--- src/rtl/direction_scheduler.sv ---
// direction_scheduler: walks the 8 compass directions around a candidate
// square through an external single-direction validator, collects the
// per-direction capture mask, and shares the single board-RAM port with a
// host requester that owns it whenever no scan is running.
module direction_scheduler #(
    parameter int ROW_STRIDE = 10,
    parameter int TIMEOUT    = 15
) (
    input  logic       clock,
    input  logic       reset,
    input  logic       start,
    input  logic [6:0] s_addr,
    input  logic       player,
    output logic       busy,
    output logic       done,
    output logic       legal,
    output logic [7:0] dir_mask,
    output logic       timeout_err,
    output logic       vld_ld,
    output logic [6:0] vld_step,
    output logic       vld_start,
    input  logic       vld_status,
    input  logic       vld_done,
    input  logic [6:0] vld_addr,
    input  logic       vld_wren,
    input  logic       host_req,
    input  logic [6:0] host_addr,
    input  logic       host_wren,
    output logic       host_grant,
    output logic [6:0] mem_addr,
    output logic       mem_wren,
    input  logic [1:0] mem_data
);

    localparam int CW = $clog2(TIMEOUT + 1);

    typedef enum logic [2:0] {
        IDLE, CHECK_ADDR, CHECK_DATA, LOAD_DIR,
        START_DIR, WAIT_DIR, NEXT_DIR, FINISH
    } state_t;

    // Row/column offsets of the 8 neighbours, in direction-index order.
    localparam int ROW_OFF [8] = '{-1, -1, -1, 0, 0, 1, 1, 1};
    localparam int COL_OFF [8] = '{-1, 0, 1, -1, 1, -1, 0, 1};

    logic [6:0] step_table [8];

    for (genvar gi = 0; gi < 8; gi++) begin : g_step
        assign step_table[gi] = 7'(ROW_OFF[gi] * ROW_STRIDE + COL_OFF[gi]);
    end

    state_t          state_reg, state_next;
    logic [2:0]      idx_reg, idx_next;
    logic [CW-1:0]   count_reg, count_next;
    logic [7:0]      mask_reg, mask_next;
    logic            legal_reg, legal_next;
    logic            terr_reg, terr_next;
    logic [6:0]      step_reg, step_next;
    logic            pending_reg, pending_next;
    logic [6:0]      addr_reg, addr_next;
    logic            accept;

    // player goes straight to the validator elsewhere, and validator-side
    // writes are never passed to the board during a scan.
    logic unused_inputs;
    assign unused_inputs = player ^ vld_wren;

    assign busy        = (state_reg != IDLE) && (state_reg != FINISH);
    assign done        = (state_reg == FINISH);
    assign vld_ld      = (state_reg == LOAD_DIR);
    assign vld_start   = (state_reg == START_DIR);
    assign legal       = legal_reg;
    assign dir_mask    = mask_reg;
    assign timeout_err = terr_reg;
    assign vld_step    = step_reg;
    assign accept      = (state_reg == IDLE) && pending_reg && !host_req;

    // Board RAM port mux: host owns it in IDLE, the scan owns it otherwise.
    always_comb begin
        host_grant = 1'b0;
        mem_addr   = vld_addr;
        mem_wren   = 1'b0;
        if (state_reg == IDLE) begin
            host_grant = host_req & reset;
            mem_addr   = host_addr;
            mem_wren   = host_wren & reset;
        end else if (state_reg == CHECK_ADDR) begin
            mem_addr = addr_reg;
        end
    end

    // Next-state logic for the scan sequencer and its datapath registers.
    always_comb begin
        state_next   = state_reg;
        idx_next     = idx_reg;
        count_next   = count_reg;
        mask_next    = mask_reg;
        legal_next   = legal_reg;
        terr_next    = terr_reg;
        step_next    = step_reg;
        pending_next = pending_reg;
        addr_next    = addr_reg;

        // A start in the accept cycle would clobber the address about to be
        // used, so it is treated like a start while busy.
        if (start && !busy && !accept) begin
            pending_next = 1'b1;
            addr_next    = s_addr;
        end

        case (state_reg)
            IDLE: begin
                if (accept) begin
                    state_next   = CHECK_ADDR;
                    pending_next = 1'b0;
                    mask_next    = 8'h00;
                    terr_next    = 1'b0;
                    legal_next   = 1'b0;
                end
            end
            CHECK_ADDR: state_next = CHECK_DATA;
            CHECK_DATA: begin
                if (mem_data != 2'b00) begin
                    state_next = FINISH;
                    legal_next = 1'b0;
                end else begin
                    idx_next   = 3'd0;
                    step_next  = step_table[0];
                    state_next = LOAD_DIR;
                end
            end
            LOAD_DIR: begin
                count_next = '0;
                state_next = START_DIR;
            end
            START_DIR: state_next = WAIT_DIR;
            WAIT_DIR: begin
                if (vld_done) begin
                    mask_next[idx_reg] = vld_status;
                    state_next         = NEXT_DIR;
                end else if (count_reg == CW'(TIMEOUT - 1)) begin
                    mask_next[idx_reg] = 1'b0;
                    terr_next          = 1'b1;
                    state_next         = NEXT_DIR;
                end else begin
                    count_next = count_reg + CW'(1);
                end
            end
            NEXT_DIR: begin
                if (idx_reg == 3'd7) begin
                    legal_next = |mask_reg;
                    state_next = FINISH;
                end else begin
                    idx_next   = idx_reg + 3'd1;
                    step_next  = step_table[idx_reg + 3'd1];
                    state_next = LOAD_DIR;
                end
            end
            FINISH:  state_next = IDLE;
            default: state_next = IDLE;
        endcase
    end

    // State and datapath registers with synchronous active-low reset.
    always_ff @(posedge clock) begin
        if (!reset) begin
            state_reg   <= IDLE;
            idx_reg     <= 3'd0;
            count_reg   <= '0;
            mask_reg    <= 8'h00;
            legal_reg   <= 1'b0;
            terr_reg    <= 1'b0;
            step_reg    <= 7'd0;
            pending_reg <= 1'b0;
            addr_reg    <= 7'd0;
        end else begin
            state_reg   <= state_next;
            idx_reg     <= idx_next;
            count_reg   <= count_next;
            mask_reg    <= mask_next;
            legal_reg   <= legal_next;
            terr_reg    <= terr_next;
            step_reg    <= step_next;
            pending_reg <= pending_next;
            addr_reg    <= addr_next;
        end
    end

endmodule

--- config.mk ---
export PLATFORM = sky130hd
export DESIGN_NAME = direction_scheduler
export DESIGN_NICKNAME = d
export VERILOG_FILES = /design/src/rtl/direction_scheduler.sv
export SDC_FILE = /design/constraint.sdc
export NUM_CORES = 1
export LEC_CHECK = 0
export CAP_MARGIN = 5
export CELL_PAD_IN_SITES_DETAIL_PLACEMENT = 1
export CELL_PAD_IN_SITES_GLOBAL_PLACEMENT = 2
export CORE_ASPECT_RATIO = 0.5
export CORE_MARGIN = 5
export CORE_UTILIZATION = 28
export CTS_BUF_LIST = sky130_fd_sc_hd__clkbuf_4 sky130_fd_sc_hd__clkbuf_8
export DETAILED_ROUTE_END_ITERATION = 8
export HOLD_SLACK_MARGIN = 0.15
export PLACE_DENSITY = 0.89
export SLEW_MARGIN = 25
export SYNTH_ARGS = -nofsm -noshare
export SYNTH_HDL_FRONTEND = slang
export SYNTH_SLANG_ARGS = --single-unit
--- constraint.sdc ---
create_clock -name clock -period 2.4 [get_ports clock]
set_input_delay 0.48 -clock clock [delete_from_list [all_inputs] [get_ports clock]]
set_output_delay 0.48 -clock clock [all_outputs]
set_load 0.03 [all_outputs]
==> reports/results.tsv, run 1 <==
metric	value	unit
status	completed	
PwrDens	831	nW/um^2
worst path bufs/invs	3	
reg-to-reg slack, setup	0.47	ns
post-synth cell types	47	
reg2reg path depth	5	
crit start category	flip-flop	
TritonCTS Sinks	32	
hold path start	vld_step[3]$_SDFFE_PN0P_	
row cnt	20	
Crit. End Element	output port	
ANT cells	0	
layout cell share with drive strength beyond 1	14.3	%
Avg Inst Size Synth	8.15	sq um
post-synthesis sequential element count	32	
biggest fanout along the worst timing path	8	
DRC Markers	0	
cts bufs inserted	5	
Vias/cell	4.88	
post-synth top area cell	dfxtp_1	
Hold Path Stages	2	
Synth top cells by count	39 x nand2_1, 32 x dfxtp_1, 13 x nor2_1, 13 x o21ai_0	
EDFF count, synth	0	
initial antenna violation count	0	
leakage	1.08	nW
crit-path max cell delay	0.33	ns
Hold Path Sink	vld_step[3]$_SDFFE_PN0P_	
area fraction of the dominant cell type after synthesis	34.6	%
RSZ-0062 raised after global routing	no	
Synth Net Count	269	
clock transition at the registers of the reported paths	0.06	ns
Power Total	2.16	mW
Post-Syn Instances	227	
reg-to-reg startpoint	idx_reg[2]$_SDFFE_PN0P_	
Die ar.	8430	sq um
footprint of the multi-input gates	1080	sq um
CORE AREA	6230	sq um
grt total ovfl	0	
WL final	5770	um
Initial Util	29.7	%
Int Pwr	1.27	mW
first-pass iteration count of the detailed router	4	
I/O Buffers	59	
max FFs per register	8	
Switch Pwr	0.888	mW
ys async rst share	0	%
Worst Path Required	1.92	ns
register area share after synthesis	34.6	%
MaxCap Viol Count	0	
sequential fraction of design power	29.2	%
reg2reg end	legal$_SDFFE_PN0P_	
Slew headroom	69.6	%
vias in the first global route	2049	
period utilization	92.1	%
hpwl dp	4500	um
number of fill cells	750	
final setup vio count	0	
DP Area	2490	sq um
Final Max Tran Viols	0	
routed via count	1824	
kind of critical path	reg -> out	
cell mode on critical path	buf_4	
Synth Warn #	0	
fin nets	327	
Final Hold Fails	0	
most common flop cell mapped by yosys	dfxtp_1	
Sequential cell area	641	sq um
clk root buf	clkbuf_8	
hold_buf cts	0	
Tot GR Track Use	14.6	%
worst vdd ir	219	uV
Worst-Margin Slew	0.454	ns
Die Ht	67.5	um
largest net degree at the start of global routing	18	
clk buf depth	2	
Non-Filler Instances	374	
worst min path class	reg -> reg	
Clk Latency, worst-skew pair	0.28	ns
top post-synthesis cells by area	dfxtp_1 35%, nand2_1 7.9%, ha_1 6.8%	
Synth Cell Area	1850	sq um
Sw Ratio	41.2	%
most frequent cell after synthesis	nand2_1	
final core occ	41.7	%
gpl congestion	0.804	
drt wl/cell	15.4	um
Worst path slowest cell	dfxtp_1	
critical path's top delay family	buffers and inverters	
Tmin final	2.21	ns
Layout area overhead	40.4	%
setup repair bufs after CTS	0	
Final ANT Viol Nets	0	
Fmax achieved	452	MHz
H-Tree Depth	2	
Total Neg Setup Slack	0	ns
DRT iter0 DRCs	51	
chip width	125	um
crit-path cells	inv_1, ha_2, nor2b_1, buf_4, a22oi_1, o21ai_0, buf_4	
Clock Skew	0.00821	ns
Critical Path AT	1.73	ns
clock power share	21.1	%
Inst Count DP	366	
Comb power frac	49.7	%
CTS tree	done	
IO Count	62	
first-pass GRT wire length	10200	um
final instance area	2600	sq um
-- cell families (layout without fill, tap and decap cells) --
kind of cell	after synthesis	count (layout)	synth area share [%]
AO/OA/AOI/OAI	61	61	21.3
adder cells (fa/ha/maj)	10	10	6.77
multiplexers	11	11	6.50
XOR/XNOR	2	2	0.947
buffers and inverters	26	85	7.37
flip-flops	32	32	34.6
AND/OR/NAND/NOR	85	85	22.5
-- per-stage QoR --
stage	hold WS, ns	setup slack, ns
after floorplan	0.434	0.170
after global placement	0.445	0.346
after detailed placement	0.460	0.224
after CTS	0.470	0.0567
after global routing	0.507	0.000934
final	0.465	0.189
-- worst max path at each step --
stage / startpoint / endpoint / slack (ns) / cells past startpoint
after global routing: state_reg[1]$_SDFFE_PN0P_ / mem_addr[2] / 0.0009 / 7
after global placement: state_reg[0]$_SDFFE_PN0P_ / mem_addr[2] / 0.35 / 6
after floorplan: state_reg[1]$_SDFFE_PN0P_ / mem_addr[0] / 0.17 / 6
after detailed placement: state_reg[0]$_SDFFE_PN0P_ / mem_addr[4] / 0.22 / 6
final: state_reg[1]$_SDFFE_PN0P_ / mem_addr[0] / 0.19 / 7
after CTS: state_reg[0]$_SDFFE_PN0P_ / vld_ld / 0.06 / 4
-- worst reg2reg max path, delay by kind of cell (launching register included) --
family,cells,cell delay [ns]
AOI/OAI and AO/OA,2,0.34
adders and majority gates,1,0.27
DFF,1,0.60
and+or+nand+nor,2,0.62
-- what timing repair did --
action	in CTS	in global routing
cloned	0	0
endpoints found under the setup margin	7	8
gates resized for setup	2	4
endpoints found under the hold margin	0	0
-- per-layer routing --
metal	vias to the layer above	global-route usage, %	routed length, um
met3	5	3.16	185
li1	915	-	-
met5	-	0	0
met4	0	3.65	42
met2	29	26.8	2900
met1	875	17.9	2650
-- power groups by stage --
stage,clock (mW),combinational (mW),sequential (mW)
floorplan,0,0.688,0.634
finish,0.456,1.07,0.629
detailed placement,0,1.07,0.641
global route,0.498,1.18,0.636
CTS,0.468,1.08,0.629
global placement,0,1.04,0.636
-- cell usage in the layout (no fill, tap or decap), types with 5 or more instances in the layout --
master and n:
o31ai_1 5, o21ai_0 13, ha_1 8, nand3_1 7, clkbuf_8 6, o21ai_1 8
dfxtp_1 32, a21oi_1 9, buf_4 18, clkdlybuf4s50_1 46, inv_1 10, a22oi_1 7
nand2_1 39, nor2_1 13, mux2i_1 9
-- final cells by class --
class / instances / share of cell area, %
multi-input cells: 169 / 41.6
flip-flops and latches: 32 / 24.7
repair buffers: 67 / 24.2
well taps: 88 / 4.24
clock buffers: 8 / 3.76
inverters: 10 / 1.45
Power figures use the tool's default switching activity.
==> run 2, diff against run 1 <==
--- a/config.mk
+++ b/config.mk
@@ -15,7 +15,7 @@
 export DETAILED_ROUTE_END_ITERATION = 8
 export HOLD_SLACK_MARGIN = 0.15
 export PLACE_DENSITY = 0.89
-export SLEW_MARGIN = 25
+export SLEW_MARGIN = 20
 export SYNTH_ARGS = -nofsm -noshare
 export SYNTH_HDL_FRONTEND = slang
 export SYNTH_SLANG_ARGS = --single-unit
==> results of run 2 <==
The final DEF is identical to that of run 1; final timing and power are the same.
==> run 3, diff against run 2 <==
--- a/config.mk
+++ b/config.mk
@@ -15,6 +15,7 @@
 export DETAILED_ROUTE_END_ITERATION = 8
 export HOLD_SLACK_MARGIN = 0.15
 export PLACE_DENSITY = 0.89
+export RECOVER_POWER = 25
 export SLEW_MARGIN = 20
 export SYNTH_ARGS = -nofsm -noshare
 export SYNTH_HDL_FRONTEND = slang
==> run 3 against run 2 <==
Against the previous run: critical path depth stayed put; routed wire length is 0.26% higher; sequential share of layout area is 0.072 points higher; maximum frequency hardly changed; utilization is 0.12 points lower; largest cell class unchanged; largest power group unchanged; combinational power hardly changed; critical path type unchanged; sequential power hardly changed.
==> reports/results.tsv, run 3 (synthesis gave the netlist of run 1 again) <==
metric	value	unit
Initial Util	29.7	%
reg-to-reg slack, setup	0.47	ns
reg2reg end	legal$_SDFFE_PN0P_	
layout cell share with drive strength beyond 1	13.3	%
met3 routed WL	185	um
final setup vio count	0	
Int Pwr	1.27	mW
Worst Path Required	1.92	ns
DR top layer	met4	
final instance area	2590	sq um
most common cell after layout, fill and taps aside	clkdlybuf4s50_1	
Final Max Tran Viols	0	
RSZ-0062 raised after global routing	no	
H-Tree Depth	2	
period utilization	92.2	%
Die ar.	8430	sq um
routed length on met1	2650	um
worst vdd ir	220	uV
Final ANT Viol Nets	0	
Switch Pwr	0.887	mW
clk root buf	clkbuf_8	
Hold Path Sink	vld_step[3]$_SDFFE_PN0P_	
Total Neg Setup Slack	0	ns
Layout area overhead	40.0	%
first-pass GRT wire length	10200	um
status	completed	
crit start category	flip-flop	
row cnt	20	
Slew headroom	53.3	%
gpl congestion	0.804	
ANT cells	0	
grt total ovfl	0	
MaxCap Viol Count	0	
hold path start	vld_step[3]$_SDFFE_PN0P_	
Critical Path AT	1.73	ns
largest net degree at the start of global routing	18	
reg-to-reg startpoint	idx_reg[2]$_SDFFE_PN0P_	
Sw Ratio	41.2	%
Worst path slowest cell	dfxtp_1	
worst min path class	reg -> reg	
cell mode on critical path	buf_4	
PwrDens	832	nW/um^2
DP Area	2490	sq um
vias in the first global route	2049	
crit-path cells	inv_1, ha_2, nor2b_1, buf_4, a22oi_1, o21ai_0, buf_4	
hpwl dp	4500	um
Fmax achieved	452	MHz
DRC Markers	0	
hold_buf cts	0	
CORE AREA	6230	sq um
DRT iter0 DRCs	50	
Hold Path Stages	2	
sequential fraction of design power	29.2	%
Final Hold Fails	0	
Clk Latency, worst-skew pair	0.28	ns
drt wl/cell	15.5	um
reg2reg path depth	5	
Die Ht	67.5	um
Clock Skew	0.00781	ns
leakage	1.07	nW
clk buf depth	2	
fin nets	327	
clock power share	21.1	%
Worst-Margin Slew	0.701	ns
Tot GR Track Use	14.6	%
TritonCTS Sinks	32	
Tmin final	2.21	ns
most frequent cells in the layout	44 x clkdlybuf4s50_1, 39 x nand2_1, 32 x dfxtp_1, 18 x o21ai_0, 17 x buf_4	
Comb power frac	49.7	%
clock transition at the registers of the reported paths	0.06	ns
max FFs per register	8	
Met2 Wirelength	2900	um
kind of critical path	reg -> out	
biggest fanout along the worst timing path	8	
IO Count	62	
first-pass iteration count of the detailed router	4	
I/O Buffers	59	
routed via count	1831	
chip width	125	um
crit-path max cell delay	0.33	ns
initial antenna violation count	0	
cts bufs inserted	5	
Vias/cell	4.90	
WL final	5790	um
Crit. End Element	output port	
CTS tree	done	
Setup crit start	state_reg[1]$_SDFFE_PN0P_	
-- run 3: cell types whose count changed in the layout (fill, tap and decap cells not counted), sizes merged --
cell / before / now
clkdlybuf4s50: 46 / 44
dlygate4sd3: 0 / 2
buf: 18 / 17
clkbuf: 8 / 9
-- run 3: final cells by class --
class | count | area [sq um]
fill | 752 | 3640
multi-input combinational | 169 | 1080
sequential | 32 | 641
timing repair buffer | 67 | 626
tap | 88 | 110
clock buffer | 8 | 97.6
inverter | 10 | 37.5
-- run 3: stage by stage --
stage | power, mW | setup slack (ns) | cells | util, % | hold slack, ns
3_3_place_gp | 1.67 | 0.346 | 366 | 39.9 | 0.445
3_5_place_dp | 1.71 | 0.224 | 366 | 39.9 | 0.460
2_1_floorplan | 1.32 | 0.170 | 227 | - | 0.434
5_1_grt | 2.31 | 0.000934 | 374 | 41.5 | 0.507
6_report | 2.15 | 0.188 | 374 | 41.5 | 0.465
4_1_cts | 2.18 | 0.0567 | 374 | 41.5 | 0.470
-- run 3: how the worst max path moves through the flow --
| stage | to | slack, ns | depth (start not counted) |
|---|---|---|---|
| floorplan | mem_addr[0] | 0.17 | 6 |
| global placement | mem_addr[2] | 0.35 | 6 |
| detailed placement | mem_addr[4] | 0.22 | 6 |
| CTS | vld_ld | 0.06 | 4 |
| global route | mem_addr[2] | 0.0009 | 7 |
| finish | mem_addr[0] | 0.19 | 7 |
-- run 3: timing repair --
action,in CTS,in global routing
endpoints found under the setup margin,7,8
buffers inserted,0,0
resized for setup,2,4
-- run 3: power groups by stage --
stage          clock network, mW  registers, mW  logic (mW)
6_report                   0.455          0.629        1.07
2_1_floorplan                  0          0.634       0.688
3_3_place_gp                   0          0.636        1.04
3_5_place_dp                   0          0.641        1.07
5_1_grt                    0.498          0.636        1.18
4_1_cts                    0.468          0.629        1.08
-- run 3: per-layer routing --
layer / track usage, % / vias to the layer above
li1: - / 916
met1: 17.9 / 881
met2: 26.8 / 29
met3: 3.16 / 5
met4: 3.65 / 0
met5: 0 / -
-- run 3: worst max-delay path: cells and delay by family, from the launching register on --
kind / cells / cell delay, ns
fa+ha+maj: 1 / 0.27
buf+inv: 3 / 0.46
flops: 1 / 0.33
simple gates: 1 / 0.16
compound gates: 2 / 0.23
